==> src/rtl/i2s_engine_port.sv <==
// i2s_engine_port: slave-mode I2S front end for dsp_engine_seq.
// Captures the ADC left slot and hands it to the engine with a sample_ready pulse.
// Waits for the engine's ready rising edge, then serialises the returned sample to the DAC in both slots.
// The codec pins are asynchronous and are synchronised into clk before any edge is taken.
// Optional build macro: I2S_PORT_COUNTERS_EN adds saturating overrun/underrun event counters.
module i2s_engine_port #(
    parameter int data_width = 16,
    parameter int slot_width = 32
) (
    input  logic                         clk,
    input  logic                         reset,
    input  logic                         bclk,
    input  logic                         lrclk,
    input  logic                         sdin,
    output logic                         sdout,
    output logic signed [data_width-1:0] in_sample,
    output logic                         sample_ready,
    input  logic        [data_width-1:0] out_sample,
    input  logic                         engine_ready,
    output logic                         overrun,
    output logic                         underrun,
`ifdef I2S_PORT_COUNTERS_EN
    output logic [15:0]                  overrun_count,
    output logic [15:0]                  underrun_count,
`endif
    input  logic                         clear_flags
);

    localparam int CW = $clog2(slot_width + 1);

    localparam logic [0:0] ST_IDLE = 1'b0;
    localparam logic [0:0] ST_BUSY = 1'b1;

    // [0],[1] form the 2-FF synchroniser, [2] holds the previous synchronised value for edges
    logic [2:0]            bclk_sync_q, bclk_sync_d;
    logic [2:0]            lrclk_sync_q, lrclk_sync_d;
    logic [1:0]            sdin_sync_q, sdin_sync_d;
    logic                  locked_q, locked_d;
    logic [CW-1:0]         bit_ctr_q, bit_ctr_d;
    logic [data_width-1:0] rx_sr_q, rx_sr_d;
    logic [data_width-1:0] in_sample_q, in_sample_d;
    logic                  sample_ready_q, sample_ready_d;
    logic [0:0]            state_q, state_d;
    logic                  ready_prev_q, ready_prev_d;
    logic [data_width-1:0] tx_hold_q, tx_hold_d;
    logic                  fresh_q, fresh_d;
    logic [slot_width-1:0] tx_sr_q, tx_sr_d;
    logic                  sdout_q, sdout_d;
    logic                  overrun_q, overrun_d;
    logic                  underrun_q, underrun_d;
`ifdef I2S_PORT_COUNTERS_EN
    logic [15:0]           overrun_count_q, overrun_count_d;
    logic [15:0]           underrun_count_q, underrun_count_d;
`endif

    logic       bclk_rise, bclk_fall, lr_rise, lr_fall, lr_edge;
    logic       ready_rise, ret, issue, ovr_set, und_set;
    logic [0:0] state_after;

    // Next-state logic for the whole port: sync, framing, engine handshake, TX, flags
    always_comb begin
        bclk_sync_d    = {bclk_sync_q[1:0], bclk};
        lrclk_sync_d   = {lrclk_sync_q[1:0], lrclk};
        sdin_sync_d    = {sdin_sync_q[0], sdin};
        locked_d       = locked_q;
        bit_ctr_d      = bit_ctr_q;
        rx_sr_d        = rx_sr_q;
        in_sample_d    = in_sample_q;
        sample_ready_d = 1'b0;
        state_d        = state_q;
        ready_prev_d   = engine_ready;
        tx_hold_d      = tx_hold_q;
        fresh_d        = fresh_q;
        tx_sr_d        = tx_sr_q;
        sdout_d        = sdout_q;
        overrun_d      = overrun_q;
        underrun_d     = underrun_q;

        bclk_rise  = bclk_sync_q[1] & ~bclk_sync_q[2];
        bclk_fall  = ~bclk_sync_q[1] & bclk_sync_q[2];
        lr_rise    = lrclk_sync_q[1] & ~lrclk_sync_q[2];
        lr_fall    = ~lrclk_sync_q[1] & lrclk_sync_q[2];
        lr_edge    = lr_rise | lr_fall;
        ready_rise = engine_ready & ~ready_prev_q;

        // Engine return is resolved before issue so a coincident ready rise frees the slot
        ret         = (state_q == ST_BUSY) && ready_rise;
        state_after = ret ? ST_IDLE : state_q;
        issue       = lr_rise && locked_q && (state_after == ST_IDLE);
        ovr_set     = lr_rise && locked_q && (state_after == ST_BUSY);
        und_set     = lr_fall && locked_q && !(fresh_q || ret);

        if (lr_fall)
            locked_d = 1'b1;

        // RX framing: bit 0 is the I2S delay bit, bits 1..data_width are the sample
        if (lr_edge) begin
            bit_ctr_d = '0;
        end else if (bclk_rise) begin
            if (!lrclk_sync_q[1] && bit_ctr_q >= CW'(1) && bit_ctr_q <= CW'(data_width))
                rx_sr_d = {rx_sr_q[data_width-2:0], sdin_sync_q[1]};
            if (bit_ctr_q < CW'(slot_width))
                bit_ctr_d = bit_ctr_q + CW'(1);
        end

        if (ret) begin
            tx_hold_d = out_sample;
            fresh_d   = 1'b1;
        end
        if (lr_fall)
            fresh_d = 1'b0;

        state_d = state_after;
        if (issue) begin
            in_sample_d    = rx_sr_q;
            sample_ready_d = 1'b1;
            state_d        = ST_BUSY;
        end

        // TX: reload at every slot boundary, then one bit per BCLK falling edge once locked
        if (lr_edge) begin
            tx_sr_d = '0;
            tx_sr_d[slot_width-1 -: data_width] = tx_hold_d;
        end else if (bclk_fall && locked_q) begin
            sdout_d = tx_sr_q[slot_width-1];
            tx_sr_d = {tx_sr_q[slot_width-2:0], 1'b0};
        end

        // Sticky flags: a set event beats a clear in the same cycle
        if (ovr_set)
            overrun_d = 1'b1;
        else if (clear_flags)
            overrun_d = 1'b0;
        if (und_set)
            underrun_d = 1'b1;
        else if (clear_flags)
            underrun_d = 1'b0;
    end

`ifdef I2S_PORT_COUNTERS_EN
    // Saturating event counters; clear first so a coincident event still counts
    always_comb begin
        overrun_count_d  = clear_flags ? 16'h0000 : overrun_count_q;
        underrun_count_d = clear_flags ? 16'h0000 : underrun_count_q;
        if (ovr_set && overrun_count_d != 16'hFFFF)
            overrun_count_d = overrun_count_d + 16'h0001;
        if (und_set && underrun_count_d != 16'hFFFF)
            underrun_count_d = underrun_count_d + 16'h0001;
    end

    // Counter registers
    always_ff @(posedge clk) begin
        if (reset) begin
            overrun_count_q  <= '0;
            underrun_count_q <= '0;
        end else begin
            overrun_count_q  <= overrun_count_d;
            underrun_count_q <= underrun_count_d;
        end
    end

    assign overrun_count  = overrun_count_q;
    assign underrun_count = underrun_count_q;
`endif

    // State registers; reset returns everything, including the synchronisers, to zero
    always_ff @(posedge clk) begin
        if (reset) begin
            bclk_sync_q    <= '0;
            lrclk_sync_q   <= '0;
            sdin_sync_q    <= '0;
            locked_q       <= 1'b0;
            bit_ctr_q      <= '0;
            rx_sr_q        <= '0;
            in_sample_q    <= '0;
            sample_ready_q <= 1'b0;
            state_q        <= ST_IDLE;
            ready_prev_q   <= 1'b0;
            tx_hold_q      <= '0;
            fresh_q        <= 1'b0;
            tx_sr_q        <= '0;
            sdout_q        <= 1'b0;
            overrun_q      <= 1'b0;
            underrun_q     <= 1'b0;
        end else begin
            bclk_sync_q    <= bclk_sync_d;
            lrclk_sync_q   <= lrclk_sync_d;
            sdin_sync_q    <= sdin_sync_d;
            locked_q       <= locked_d;
            bit_ctr_q      <= bit_ctr_d;
            rx_sr_q        <= rx_sr_d;
            in_sample_q    <= in_sample_d;
            sample_ready_q <= sample_ready_d;
            state_q        <= state_d;
            ready_prev_q   <= ready_prev_d;
            tx_hold_q      <= tx_hold_d;
            fresh_q        <= fresh_d;
            tx_sr_q        <= tx_sr_d;
            sdout_q        <= sdout_d;
            overrun_q      <= overrun_d;
            underrun_q     <= underrun_d;
        end
    end

    assign sdout        = sdout_q;
    assign in_sample    = in_sample_q;
    assign sample_ready = sample_ready_q;
    assign overrun      = overrun_q;
    assign underrun     = underrun_q;

endmodule
==> config.mk <==
export PLATFORM = sky130hd
export DESIGN_NAME = i2s_engine_port
export DESIGN_NICKNAME = d
export VERILOG_FILES = /design/src/rtl/i2s_engine_port.sv
export SDC_FILE = /design/constraint.sdc
export NUM_CORES = 1
export LEC_CHECK = 0
export CORE_ASPECT_RATIO = 1.75
export CORE_UTILIZATION = 35
export CTS_CLUSTER_SIZE = 30
export DETAILED_ROUTE_END_ITERATION = 10
export SKIP_LAST_GASP = 1
export SLEW_MARGIN = 10
export SYNTH_ARGS = -nofsm -noshare
export SYNTH_HDL_FRONTEND = slang
export SYNTH_SLANG_ARGS = --single-unit
==> constraint.sdc <==
create_clock -name clk -period 3.8 [get_ports clk]
set_input_delay 0.57 -clock clk [delete_from_list [all_inputs] [get_ports clk]]
set_output_delay 0.57 -clock clk [all_outputs]
set_load 0.02 [all_outputs]
After elaboration in Yosys (flattened, before gate mapping)
Index checks and enable logic that the tools add are counted.

storage, ports and cells
  register bits = 86
  bits in latches = 0
  memory bits (writable) = 0
  ROM bits = 0
  bits of input ports = 23
  output and inout port bits = 20
  word-level logic and storage cells = 62
  memories kept = 0

cells by class
  $add $sub $neg = 1
  multipliers = 0
  div/mod/pow operators = 0
  magnitude comparators = 3
  eq/ne operators = 0
  shift operators = 0
  multiplexer cells = 9
  bitwise logic cells = 13
  reduce and logical (&&, ||, !) cells = 20

operators with widths
  cell                   count
  $mux W32               2
  $mux W16               1
  $logic_and A1 B1 Y1    9
  $not A1 Y1             7
  $add A6 B1 Y6 const B  1
  $ge A6 B1 Y1 const B   1
  $le A6 B5 Y1 const B   1
  $lt A6 B6 Y1 const B   1
  $mux W1                6
  $reduce_bool A2 Y1     3
  $and A1 B1 Y1          5
  $reduce_and A2 Y1      2
  $reduce_or A2 Y1       2
  $reduce_and A3 Y1      1
  $logic_not A1 Y1       2
  $logic_or A1 B1 Y1     1
  $or A1 B1 Y1           1

Logic depth before layout (Yosys ltp)
  word-level depth = 7
  depth in mapped cells = 7
  mapped depth without buffers = 6

Worst setup path before layout
No wires, ideal clock.

  kind = input to register
  start point = input port engine_ready
  end point = register in_sample_q[10], in the netlist in_sample[10]
  data arrival time = 1607 ps
  required time = 3672 ps
  path slack = 2065 ps
  stages on the path = 5
  cells stage by stage = nand2b_1 -> a21oi_2 -> buf_2 -> mux2i_1 -> nor2_1

between the ends
  word-level cells in the longest chain between the ends = 5

RTL lines
  what                  line  source
  from (decl)           19    input logic engine_ready,
  $and A1 B1 Y1         84    ready_rise = engine_ready & ~ready_prev_q;
  $logic_and A1 B1 Y1   87    ret = (state_q == ST_BUSY) && ready_rise;
  $mux W1               88    state_after = ret ? ST_IDLE : state_q;
  $not A1 Y1            89    issue = lr_rise && locked_q && (state_after == ST_IDLE);
  $logic_and A1 B1 Y1   89
  to (signal assigned)  192   in_sample_q <= in_sample_d;
  to (decl)             41    logic [data_width-1:0] in_sample_q, in_sample_d;

Every way passes these cells.
A chain may end at the register's enable or synchronous reset.

Worst setup path after layout
  start point = register lrclk_sync_q[1]
  end point = register rx_sr_q[2]

between the ends
  word-level cells in the longest chain between the ends = 5
  elaborated cells on any way between the ends = 9
  classes of those cells = 5 x bitwise; 4 x reduce/logical

RTL lines
  what                                  line  source
  from (decl)                           36    logic [2:0] lrclk_sync_q, lrclk_sync_d;
  from (signal assigned)                187   lrclk_sync_q <= lrclk_sync_d;
  $not A1 Y1                            82    lr_fall = ~lrclk_sync_q[1] & lrclk_sync_q[2];
  $and A1 B1 Y1                         82
  $or A1 B1 Y1                          83    lr_edge = lr_rise | lr_fall;
  $not A1 Y1 (no source line)           n/a
  $reduce_and A3 Y1 (no source line) *  n/a
  to (signal assigned)                  191   rx_sr_q <= rx_sr_d;
  to (decl)                             40    logic [data_width-1:0] rx_sr_q, rx_sr_d;

Every way passes the cells marked *; elsewhere a longest branch is shown, timed or not.

==> results.py <==
metrics = {
    "outcome": {
        "status": "complete, no violations",
    },
    "route": {
        "routed_wl_um": 5880,
        "routedWlPerCell_um": 12.6,
        "drtAntennaViolNets": 0,
        "detail_route.drc_violations": 0,
        "vias": 2120,
        "drt_iter0_markers": 66,
        "via_per_inst": 4.55,
        "firstDrtPassIters": 4,
    },
    "floorplanning": {
        "die_y_um": 130,
        "core_area_sq_mm": 0.00904,
        "rows": 46,
        "pin_count": 43,
        "dieArea_sq_mm": 0.00970,
        "dieWidth_um": 74.9,
        "start_util_pct": 36.0,
    },
    "place": {
        "globalplace.congestion": 0.737,
        "port_buffers": 42,
        "pre_cts_slack_ns": 1.65,
        "dpl.hpwl_um": 3930,
    },
    "timing": {
        "fin_ws_ns": 1.69,
        "fin_skew_ns": 0.00523,
        "fmax_mhz": 474,
        "finalMaxSlewViolations": 0,
        "rsz0062_at_grt": "no",
        "fin_crit_sh_pct": 55.5,
        "relSlewSlack_pct": 29.7,
        "worstMarginPinSlew_ns": 1.05,
        "period_minus_slack_ns": 2.11,
        "setup_viol": 0,
        "hold_viol": 0,
        "tns_ns": 0,
    },
    "pwr": {
        "power_leakage_nw": 1.60,
        "irDropWorstVdd_uv": 266,
        "p_per_area_mw_per_mm2": 440,
    },
    "critical_path": {
        "cp_max_fo": 16,
        "crit_required_ns": 4.06,
        "critPathCaptureType": "flop",
        "worst-setup-path-type": "reg2reg",
        "cp.arrival_ns": 2.37,
        "startpoint_type": "flop",
    },
    "clock_network": {
        "cts_tree": "yes",
        "cts.path.max_buffers": 2,
        "cts_num_sinks": 86,
        "post_cts_buffers": 0,
        "cts_max_level": 3,
        "cts_root_buf": "clkbuf_16",
        "postCtsHoldBufs": 0,
        "insertion_delay_ns": 0.33,
        "cts_resized": 0,
        "numCtsBuffers": 9,
        "clkTransAtPathRegs_ns": 0.06,
    },
    "cells_and_area": {
        "nets": 370,
        "diodes": 0,
        "area_delta_synth_final_pct": 24.2,
        "drive_gt1_share_pct": 8.38,
    },
    "global_routing": {
        "grt.overflow.total": 0,
        "antenna_found_initial": 0,
        "grt_pass1_wl_um": 9680,
        "grt_max_degree": 70,
        "grt_use_total_pct": 13.5,
        "grt_pass1_vias": 2155,
    },
    "yosys": {
        "ys_types": 31,
        "yosys_warnings": 0,
        "yosysSeqAreaShare_pct": 52.9,
        "yosys.area.top_type": "dfxtp_1",
        "avgSynthCellArea_sq_um": 10.8,
        "syn-num-nets": 331,
        "netlist_top_cells_area": "dfxtp_1 (53%), mux2i_1 (18%), nor2_1 (5.7%)",
        "synth_area_sq_mm": 0.00325,
        "synth_seq_cells": 86,
        "synth_cells": 302,
        "netlist.area_leader.share_pct": 52.9,
    },
    "hold_path": {
        "hp-class": "reg2reg",
    },
    "job": {
        "drv_cap": 0,
    },
}
worst max-delay path, stage by stage (launching register included):
cell and delay [ns]:
dfxtp_1 0.34, inv_1 0.08, ha_1 0.36, nand3_2 0.11
a211oi_4 0.88, mux2i_1 0.27
state kept, by name (all words and copies together), names as in the netlist:
| name | cells |
|---|---|
| bclk_sync_q | 3 |
| overrun | 1 |
| underrun | 1 |
| lrclk_sync_q | 3 |
| locked_q | 1 |
| tx_hold_q | 16 |
| sample_ready | 1 |
| rx_sr_q | 16 |
| state_q | 1 |
| tx_sr_q | 16 |
| sdin_sync_q | 2 |
| bit_ctr_q | 6 |
| ready_prev_q | 1 |
| fresh_q | 1 |
| sdout | 1 |
| in_sample | 16 |
cell usage in the layout (no fill, tap or decap), types with 2 or more instances in the layout:
cell,count
xor2_1,2
clkbuf_16,9
clkinv_4,2
a21oi_1,4
mux2i_1,60
nand3b_1,2
clkinv_2,4
a211oi_1,3
inv_1,6
nand2b_1,19
nand4_1,2
buf_4,4
nand2_1,6
mux2_2,3
clkdlybuf4s50_1,41
nor2_1,49
nor2b_1,10
xnor2_1,2
dfxtp_1,86
ha_1,6
o2bb2ai_1,12
cell usage after synthesis:
master / count
o2bb2ai_1: 12
nand3_2: 1
a31oi_1: 1
xnor2_1: 2
inv_1: 6
nor3_1: 1
a21oi_1: 4
dfxtp_1: 86
a22o_1: 1
nand2_1: 6
nor2_1: 49
a211oi_4: 1
nor3b_4: 1
clkbuf_1: 12
buf_2: 5
a21oi_2: 1
a21boi_0: 1
buf_8: 1
a211oi_1: 3
nor2b_1: 10
mux2i_1: 60
nor4b_1: 1
and4_2: 1
mux2_2: 3
ha_1: 6
a32oi_1: 1
xor2_1: 2
o21ai_0: 1
nand4_1: 2
nand2b_1: 19
nand3b_1: 2
metrics by stage:
stage	instances	hold WS, ns	area [sq um]	utilization [%]	total power [mW]
finish	466	0.439	4040	44.7	1.78
global route	466	0.463	4040	44.7	1.85
CTS	466	0.445	4040	44.7	1.81
detailed placement	450	0.430	3760	41.7	1.01
global placement	450	0.418	3760	41.7	1.00
floorplan	302	0.414	3250	-	0.973
cells by family (layout without fill, tap and decap cells):
family | Yosys count | count (layout) | share of synthesized area, %
buffers and inverters | 24 | 68 | 3.31
xor gates and xnor gates | 4 | 4 | 1.08
adders and majority gates | 6 | 6 | 2.31
DFF | 86 | 86 | 52.9
AOI/OAI and AO/OA | 26 | 26 | 6.54
muxes | 63 | 63 | 19.5
and+or+nand+nor | 93 | 93 | 14.4
power breakdown:
part           internal, mW  total [mW]  switching (mW)
clock                 0.457       0.795           0.337
combinational        0.0357      0.0700          0.0343
sequential            0.909       0.913         0.00404
total                  1.40        1.78           0.376
final cells by class:
| type | count | area, sq um |
|---|---|---|
| Fill cell | 882 | 4990 |
| Sequential cell | 86 | 1720 |
| Multi-Input combinational cell | 192 | 1430 |
| Timing Repair Buffer | 46 | 445 |
| Clock buffer | 10 | 239 |
| Tap cell | 120 | 150 |
| Clock inverter | 6 | 37.5 |
| Inverter | 6 | 22.5 |
layer usage:
layer / wire length [um] / up-vias / track usage [%]
met3: 223 / 7 / 3.81
li1: - / 1098 / -
met2: 3070 / 35 / 23.5
met5: 0 / - / 0
met1: 2460 / 980 / 14.1
met4: 125 / 0 / 7.99
path summary, 6_finish.rpt:
path                   start             end  slack (ns)  cells after the start
max reg2reg  lrclk_sync_q[1]      rx_sr_q[2]        1.69                      5
min           sdin_sync_q[0]  sdin_sync_q[1]        0.44                      1
max          lrclk_sync_q[1]      rx_sr_q[2]        1.69                      5
min reg2reg   sdin_sync_q[0]  sdin_sync_q[1]        0.44                      1
(Power assumes the default switching activity.)
